`config.mk`:
```
export PLATFORM = sky130hd
export DESIGN_NAME = alu_rr_scheduler
export DESIGN_NICKNAME = d
export VERILOG_FILES = /design/src/rtl/alu_rr_scheduler.sv
export SDC_FILE = /design/constraint.sdc
export NUM_CORES = 1
export LEC_CHECK = 0
export ABC_AREA = 1
export CAP_MARGIN = 20
export CORE_MARGIN = 4
export CORE_UTILIZATION = 25
export DETAILED_ROUTE_END_ITERATION = 10
export SLEW_MARGIN = 40
export SYNTH_ARGS = -nofsm -noshare
export SYNTH_HDL_FRONTEND = slang
export SYNTH_SLANG_ARGS = --single-unit
```
`constraint.sdc`:
```
create_clock -name clk -period 1.1 [get_ports clk]
set_input_delay 0.22 -clock clk [delete_from_list [all_inputs] [get_ports clk]]
set_output_delay 0.22 -clock clk [all_outputs]
set_load 0.02 [all_outputs]
```
`src/rtl/alu_rr_scheduler.sv`:
```
`default_nettype none
// ============================================================================
// Module : alu_rr_scheduler
// Brief  : Round-robin sharing of one external combinational ALU between two
//          valid/ready requesters, with registered operands and response.
// Rev    : 1.0  initial release
// ============================================================================
module alu_rr_scheduler #(
  parameter int WIDTH = 4,
  parameter int OPW   = 3
) (
  input  logic             clk,
  input  logic             rst_n,
  input  logic             req0_valid_i,
  output logic             req0_ready_o,
  input  logic [WIDTH-1:0] req0_a_i,
  input  logic [WIDTH-1:0] req0_b_i,
  input  logic [OPW-1:0]   req0_op_i,
  input  logic             req1_valid_i,
  output logic             req1_ready_o,
  input  logic [WIDTH-1:0] req1_a_i,
  input  logic [WIDTH-1:0] req1_b_i,
  input  logic [OPW-1:0]   req1_op_i,
  output logic [WIDTH-1:0] alu_a_o,
  output logic [WIDTH-1:0] alu_b_o,
  output logic [OPW-1:0]   alu_opcode_o,
  input  logic [WIDTH-1:0] alu_result_i,
  output logic             rsp_valid_o,
  input  logic             rsp_ready_i,
  output logic             rsp_id_o,
  output logic [WIDTH-1:0] rsp_result_o,
  output logic             rsp_err_o,
  output logic             busy_o
);

  localparam logic [1:0] ST_IDLE = 2'd0;
  localparam logic [1:0] ST_EXEC = 2'd1;
  localparam logic [1:0] ST_RESP = 2'd2;

  logic [1:0]       state_q,      state_d;
  logic             last_grant_q, last_grant_d;
  logic             id_q,         id_d;
  logic [WIDTH-1:0] alu_a_q,      alu_a_d;
  logic [WIDTH-1:0] alu_b_q,      alu_b_d;
  logic [OPW-1:0]   alu_op_q,     alu_op_d;
  logic             rsp_valid_q,  rsp_valid_d;
  logic             rsp_id_q,     rsp_id_d;
  logic [WIDTH-1:0] rsp_result_q, rsp_result_d;
  logic             rsp_err_q,    rsp_err_d;

  logic w_idle;
  logic w_any;
  logic w_pick1;

  always_comb begin
    w_idle  = (state_q == ST_IDLE);
    w_any   = req0_valid_i | req1_valid_i;
    // On a tie the requester that was not served last wins.
    w_pick1 = (req0_valid_i && req1_valid_i) ? ~last_grant_q : req1_valid_i;
  end

  assign req0_ready_o = w_idle & w_any & ~w_pick1;
  assign req1_ready_o = w_idle & w_any &  w_pick1;

  always_comb begin
    state_d      = state_q;
    last_grant_d = last_grant_q;
    id_d         = id_q;
    alu_a_d      = alu_a_q;
    alu_b_d      = alu_b_q;
    alu_op_d     = alu_op_q;
    rsp_valid_d  = rsp_valid_q;
    rsp_id_d     = rsp_id_q;
    rsp_result_d = rsp_result_q;
    rsp_err_d    = rsp_err_q;

    case (state_q)
      ST_IDLE: begin
        if (w_any) begin
          state_d      = ST_EXEC;
          id_d         = w_pick1;
          last_grant_d = w_pick1;
          alu_a_d      = w_pick1 ? req1_a_i  : req0_a_i;
          alu_b_d      = w_pick1 ? req1_b_i  : req0_b_i;
          alu_op_d     = w_pick1 ? req1_op_i : req0_op_i;
        end
      end
      ST_EXEC: begin
        state_d      = ST_RESP;
        rsp_valid_d  = 1'b1;
        rsp_id_d     = id_q;
        // The top opcode bit marks an unsupported op: report it, zero the data.
        rsp_err_d    = alu_op_q[OPW-1];
        rsp_result_d = alu_op_q[OPW-1] ? '0 : alu_result_i;
      end
      ST_RESP: begin
        if (rsp_ready_i) begin
          rsp_valid_d = 1'b0;
          state_d     = ST_IDLE;
        end
      end
      default: begin
        state_d = ST_IDLE;
      end
    endcase
  end

  always_ff @(posedge clk or negedge rst_n) begin
    if (!rst_n) begin
      state_q      <= ST_IDLE;
      last_grant_q <= 1'b1;
      id_q         <= 1'b0;
      alu_a_q      <= '0;
      alu_b_q      <= '0;
      alu_op_q     <= '0;
      rsp_valid_q  <= 1'b0;
      rsp_id_q     <= 1'b0;
      rsp_result_q <= '0;
      rsp_err_q    <= 1'b0;
    end else begin
      state_q      <= state_d;
      last_grant_q <= last_grant_d;
      id_q         <= id_d;
      alu_a_q      <= alu_a_d;
      alu_b_q      <= alu_b_d;
      alu_op_q     <= alu_op_d;
      rsp_valid_q  <= rsp_valid_d;
      rsp_id_q     <= rsp_id_d;
      rsp_result_q <= rsp_result_d;
      rsp_err_q    <= rsp_err_d;
    end
  end

  assign alu_a_o      = alu_a_q;
  assign alu_b_o      = alu_b_q;
  assign alu_opcode_o = alu_op_q;
  assign rsp_valid_o  = rsp_valid_q;
  assign rsp_id_o     = rsp_id_q;
  assign rsp_result_o = rsp_result_q;
  assign rsp_err_o    = rsp_err_q;
  assign busy_o       = (state_q != ST_IDLE);

endmodule
`default_nettype wire
```
==> results of run 1 <==
## power by group through the flow
| stage | registers [mW] | logic (mW) | clock network (mW) |
|---|---|---|---|
| after floorplan | 1.80 | 0.953 | 0 |
| after global placement | 1.40 | 2.56 | 0 |
| after detailed placement | 1.41 | 2.59 | 0 |
| after CTS | 1.39 | 2.58 | 0.601 |
| after global routing | 1.46 | 3.04 | 0.631 |
| final | 1.40 | 2.76 | 0.574 |
## cell families after synthesis
group | after synthesis | synth area share [%]
compound gates | 5 | 2.77
buf+inv | 12 | 6.38
flops | 22 | 53.1
simple gates | 94 | 37.8
## state kept, by name, indices dropped and copies added, names as in the netlist
register,count
alu_a_o,4
alu_b_o,4
alu_opcode_o,3
id_q,1
last_grant_q,1
rsp_err_o,1
rsp_id_o,1
rsp_result_o,4
rsp_valid_o,1
state_q,2
## per-layer routing
layer | routed length (microns) | up-vias | global-route usage (%)
met4 | 13 | 0 | 3.07
met5 | 0 | - | 0
met1 | 1250 | 502 | 14.3
met3 | 276 | 2 | 3.32
met2 | 1510 | 35 | 22.1
li1 | - | 548 | -
## worst max path at each step
stage,from,end,slack [ps],cells past startpoint
floorplan,last_grant_q$_DFFE_PN1P_,req0_ready_o,-80,5
finish,last_grant_q$_DFFE_PN1P_,req0_ready_o,-350,5
global placement,req0_valid_i,req0_ready_o,-780,5
detailed placement,req0_valid_i,req0_ready_o,-800,5
CTS,last_grant_q$_DFFE_PN1P_,req0_ready_o,-360,5
global route,last_grant_q$_DFFE_PN1P_,req0_ready_o,-420,5
## worst max-delay path, delay by kind of cell (launching register included)
family	cells	cell delay (ps)
flip-flops	1	560
AND/OR/NAND/NOR	3	250
buffers and inverters	2	170
## per-stage QoR
stage          instances  instance area [sq um]  total power, mW  TNS [ps]
2_1_floorplan        133                   1050             2.75     -94.5
3_3_place_gp         242                   1700             3.97     -9460
3_5_place_dp         242                   1700             4.00     -9640
4_1_cts              250                   1730             4.57     -2270
5_1_grt              253                   1800             5.13     -4430
6_report             253                   1800             4.74     -3520
## area by class of cell
type | count | area, sq um
multi-input cells | 99 | 483
well taps | 50 | 62.6
flip-flops and latches | 22 | 552
inverters | 7 | 28.8
clock buffers | 4 | 55.1
fillers | 426 | 2200
repair buffers | 71 | 619
## timing repair
action | 4_1_cts | 5_1_grt
buffers inserted | 4 | 3
pin swaps | 4 | 5
gates resized for setup | 99 | 15
cloned | 1 | 0
setup endpoints to repair | 35 | 22
## layout by cell type, fill, tap and decap left out
master,Yosys,final
nand2_1,72,62
buf_12,0,2
o21ai_0,4,3
dfstp_2,1,1
nand2_2,1,9
nor2_4,2,4
buf_4,1,12
clkdlybuf4s50_1,0,28
buf_6,2,9
o21ai_2,1,1
inv_2,2,2
nor2_1,4,2
inv_1,5,4
dfrtp_1,21,21
dlygate4sd2_1,0,2
nand3_1,12,12
o21ai_4,0,1
nand2_4,0,2
buf_2,2,18
nor2_2,3,3
inv_4,0,1
clkbuf_8,0,4
==> key figures, run 1 <==
Route
  – Initial drt markers: 20
  – # DRC: 0
  – Routed Antenna Nets: 0
  – DRT Pass-1 Iters: 4
  – Via density: between 4 and 5
  – WL per Instance: between 10 and 15 microns
  – Overall routed net length: just over 3 mm
  – DR vias: roughly 1100

Synthesis
  – Mapped Avg Cell Area: ~7.8 sq um
  – Yosys top cell area share: roughly half
  – Netlist cell types: 15
  – Top_reg_cell synth: dfrtp_1
  – Top post-synthesis cells by area: dfrtp_1, nand2_1, nand3_1
  – Cell count after synthesis: 133
  – Top-count cell post-synth: nand2_1
  – Yosys warns: 0
  – Cell area after synthesis: a little over 1000 sq um
  – Post-synth EDFFs: 0
  – Post-Syn Nets: about 160
  – Yosys top cell by area: dfrtp_1
  – Yosys reg bits: 22
  – Register area share after synthesis: 53.1%
  – Ys async rst share: 100%
  – Most frequent cells after synthesis: nand2_1, dfrtp_1, nand3_1, inv_1

Global route
  – GRT overflow: 0
  – Antenna violations before repair: 0
  – Vias in the first global route: between 1000 and 1500
  – First-pass GRT wire length: between 5 and 6 mm
  – Largest net degree at the start of global routing: 23
  – Overall Global Routing Usage: 12.3%

STA
  – Post-route minimum period: around 1400 ps
  – Worst-Margin Slew: ~240 ps
  – Worst Hold Slack: between 300 and 400 ps
  – Final hold violations: 0
  – Slew margin rel.: between 80 and 90%
  – Final setup vio count: 15
  – Slew Viols, Final: 0
  – Highest clock rate: between 600 and 700 MHz
  – Fin worst setup slack: -347 ps
  – Period utilisation layout: 132%
  – Setup repair after global routing missed its margin: true
  – Worst clock skew: 4.62 ps

Worst setup path
  – CP max-delay cell: dfstp_2
  – R2R Path Start: state_q[1]$_DFFE_PN0P_
  – RR Endpoint: alu_a_o[0]$_DFFE_PN0P_
  – Arrival @ worst endpoint: approximately 1200 ps
  – Crit path kind: reg -> out
  – Critical Path RT: between 800 and 900 ps
  – CP most frequent cell: nand2_4
  – CP Cell Sequence: nand2_4 > nand2_4 > inv_4 > nor2_4 > buf_6
  – Setup crit end kind: output pin
  – R2r worst-path depth: 8
  – Worst-path maximum fanout: 3
  – CP peak stage delay: ~560 ps
  – Internal reg-to-reg setup slack: -240 ps
  – Type of origin of the critical path: register

Placement
  – GPL Wtd Cong: about 0.67
  – Worst slack, placed: -796 ps
  – Hpwl dp: 2.09 mm
  – Port Buffers: 51

Pwr
  – Internal: around 2.8 mW
  – Psw: between 1.5 and 2 mW
  – Pwr per Cell Area: around 2600 nW/um^2
  – Sw Share: 41.7%
  – Lkg Pwr: a little over 0.9 nW
  – Clock share of power: between 10% and 20%
  – Sequential share of power: a little under 30%
  – IR drop worst, VDD: between 0.8 and 0.9 mV
  – Logic pwr share: about three fifths

Floorplan
  – Ports: 52
  – Core box area: around 4000 sq um
  – Die Area: roughly 5300 sq um
  – FP Rows: 23
  – Initial Utilization: between 20% and 30%
  – Die W: 72.5 microns
  – Die Height: 72.5 microns

CTS
  – CTS clk-pin slew, worst paths: 80 ps
  – Total CTS buffers: 3
  – Sinks on the clock net: 22
  – Clock root cell: clkbuf_8
  – CTS Hold Bufs: 0
  – Clk buf depth: 2
  – Worst-skew pair later-pin latency: approximately 260 ps
  – # H-tree levels: 1
  – CTS tree: built

Finish
  – Layout Nets: roughly 240
  – Antenna diode instance count: 0
  – Area Growth Syn to Fin: 73.2%
  – Layout Utilization: 45.0%
  – Layout cells sized above 1: 34.0%

Worst hold path
  – Hold Crit Class: in -> async

Outcome
  – Failing checks: negative setup slack
  – Outcome: complete, but fails checks

Job
  – Max_cap viols: 0
(Power assumes the default switching activity.)
==> run 2: changes to the inputs <==
- CORE_UTILIZATION: 25 -> 35
- PLACE_DENSITY: unset -> 0.74
==> key figures, run 2 (synthesized netlist as in run 1, its figures left out) <==
Floorplan
  – Die W: 62.5 microns (-14%)
  – Die Height: 62.5 microns (-14%)
  – Ports: 52 (unchanged)
  – Initial Utilization: 37.1% (+11 points)
  – FP Rows: 19 (-17%)
  – Core box area: 2810 sq um (-30%)
  – Die Area: 3910 sq um (-26%)

Global route
  – First-pass GRT wire length: 5.32 mm (+4.7%)
  – Overall Global Routing Usage: 16.6% (+4.4 points)
  – GRT overflow: 0 (unchanged)
  – Vias in the first global route: 1248 (+11%)
  – Largest net degree at the start of global routing: 23 (unchanged)
  – Antenna violations before repair: 0 (unchanged)

Worst setup path
  – Arrival @ worst endpoint: 1280 ps (+50 ps)
  – Setup crit end kind: output pin
  – Critical Path RT: 880 ps (about the same)
  – CP max-delay cell: dfstp_2
  – Type of origin of the critical path: register
  – CP Cell Sequence: nand2_4 > nand2_4 > inv_4 > nor2_4 > buf_6
  – R2R Path Start: state_q[1]$_DFFE_PN0P_
  – CP most frequent cell: nand2_4
  – Crit path kind: reg -> out
  – CP top delay family: flip-flops
  – CP peak stage delay: 570 ps (about the same)
  – R2r worst-path depth: 8 (unchanged)
  – Levels on crit path: 5 (unchanged)
  – RR Endpoint: alu_a_o[2]$_DFFE_PN0P_
  – Internal reg-to-reg setup slack: -160 ps (+80 ps)
  – Buf+Inv Stages, Crit Path: 2 (unchanged)
  – Worst-path maximum fanout: 4 (+1)

Route
  – Initial drt markers: 23 (+15%)
  – DR vias: 1176 (+8.2%)
  – Via density: 4.84 (+13%)
  – # DRC: 0 (unchanged)
  – WL per Instance: 12.5 microns (+4.2%)
  – DRT Pass-1 Iters: 4 (unchanged)
  – Routed Antenna Nets: 0 (unchanged)
  – Overall routed net length: 3.05 mm (about the same)

Finish
  – Layout cells sized above 1: 32.5% (-1.4 points)
  – Antenna diode instance count: 0 (unchanged)
  – Final Cell Area: 1890 sq um (+4.9%)
  – Most frequent cells in the layout: nand2_1, clkdlybuf4s50_1, buf_4
  – Commonest non-fill, non-tap cell in the layout: nand2_1
  – Layout Nets: 244 (+3.8%)
  – Area Growth Syn to Fin: 81.6%
  – Layout Utilization: 67.3% (+22 points)

CTS
  – Clk buf depth: 2 (unchanged)
  – # H-tree levels: 1 (unchanged)
  – Worst-skew pair later-pin latency: 300 ps (+40 ps)
  – Clock root cell: clkbuf_4
  – Total CTS buffers: 3 (unchanged)
  – Sinks on the clock net: 22 (unchanged)
  – CTS clk-pin slew, worst paths: 120 ps (+40 ps)
  – CTS tree: built

Pwr
  – Logic pwr share: 61.7% (+3.4 points)
  – Sequential share of power: 29.4% (-0.2 points)
  – Clock share of power: 8.9% (-3.2 points)
  – Sw Share: 40.2% (-1.5 points)
  – IR drop worst, VDD: 1.30 mV (+56%)
  – Internal: 2.99 mW (+8.4%)
  – Psw: 2.01 mW (+1.7%)
  – Pwr per Cell Area: 2650 nW/um^2 (+0.69%)
  – Lkg Pwr: 0.989 nW (+5.9%)

STA
  – Worst-Margin Slew: 246 ps (+2.46 ps)
  – Fin worst setup slack: -396 ps (-48.8 ps)
  – Highest clock rate: 669 MHz (-3.3%)
  – Setup_tns: -2960 ps (+561 ps)
  – Period utilisation layout: 136% (+4.4 points)
  – Worst clock skew: 3.16 ps (-1.46 ps)
  – Post-route minimum period: 1500 ps (+48.8 ps)
  – Worst Hold Slack: 245 ps (-58.4 ps)
  – Final setup vio count: 17 (+2)
  – Final hold violations: 0 (unchanged)
  – Slew margin rel.: 83.5% (-0.22 points)
  – Setup repair after global routing missed its margin: true
  – Slew Viols, Final: 0 (unchanged)

Placement
  – Placed Area: 1670 sq um (-1.4%)
  – GPL Wtd Cong: 0.842 (+27%)
  – Hpwl dp: 2.29 mm (+9.4%)
  – Port Buffers: 51 (unchanged)
  – Worst slack, placed: -802 ps (-5.92 ps)

Outcome
  – Outcome: complete, but fails checks
  – Failing checks: negative setup slack

Worst hold path
  – Hold Crit Class: in -> async

Job
  – Max_cap viols: 0 (unchanged)
run 2: changes by cell type in the layout (fill, tap and decap cells not counted), sizes merged:
cell / previous run / this run
buf: 41 / 50
clkdlybuf4s50: 28 / 30
dlygate4sd2: 2 / 0
run 2: worst max path at each step:
stage / startpoint / endpoint
after floorplan: last_grant_q$_DFFE_PN1P_ / req0_ready_o
after global placement: req0_valid_i / req0_ready_o
after detailed placement: req0_valid_i / req0_ready_o
after CTS: last_grant_q$_DFFE_PN1P_ / req0_ready_o
after global routing: last_grant_q$_DFFE_PN1P_ / req0_ready_o
final: last_grant_q$_DFFE_PN1P_ / req0_ready_o
run 2: final cells by class:
class	instances	area (sq um)
Clock buffer	4	36.3
Fill cell	213	917
Inverter	7	31.3
Multi-Input combinational cell	99	449
Sequential cell	22	552
Tap cell	31	38.8
Timing Repair Buffer	80	781
run 2: power groups by stage:
stage	clock network, mW	logic [mW]	registers (mW)
3_5_place_dp	0	2.52	1.42
6_report	0.444	3.09	1.47
5_1_grt	0.504	3.35	1.51
4_1_cts	0.456	2.55	1.41
3_3_place_gp	0	2.46	1.42
2_1_floorplan	0	0.953	1.80
run 2: per-layer routing:
| metal | GRT usage, % | vias to the layer above | share of wire, % |
|---|---|---|---|
| li1 | - | 568 | - |
| met1 | 17.8 | 557 | 41 |
| met2 | 30.0 | 43 | 49 |
| met3 | 5.40 | 8 | 7.4 |
| met4 | 6.61 | 0 | 2.9 |
| met5 | 0 | - | 0 |
run 2: worst register-to-register path, cell delays in order (launching register included):
cell,delay [ps]
dfrtp_1,410
nor2_2,150
inv_2,70
buf_6,120
buf_6,110
nor2_4,110
buf_12,140
nand2_1,60
nand2_1,50
run 2: through the flow:
stage               cells  power [mW]
floorplan             133        2.75
global placement      223        3.88
detailed placement    223        3.94
CTS                   232        4.41
global route          243        5.37
finish                243        5.00
run 2: timing repair:
action | 4_1_cts | 5_1_grt
buffers inserted | 5 | 11
gates resized for setup | 100 | 32
hold buffers | 0 | 0
setup endpoints to repair | 39 | 41
pin swaps | 4 | 2
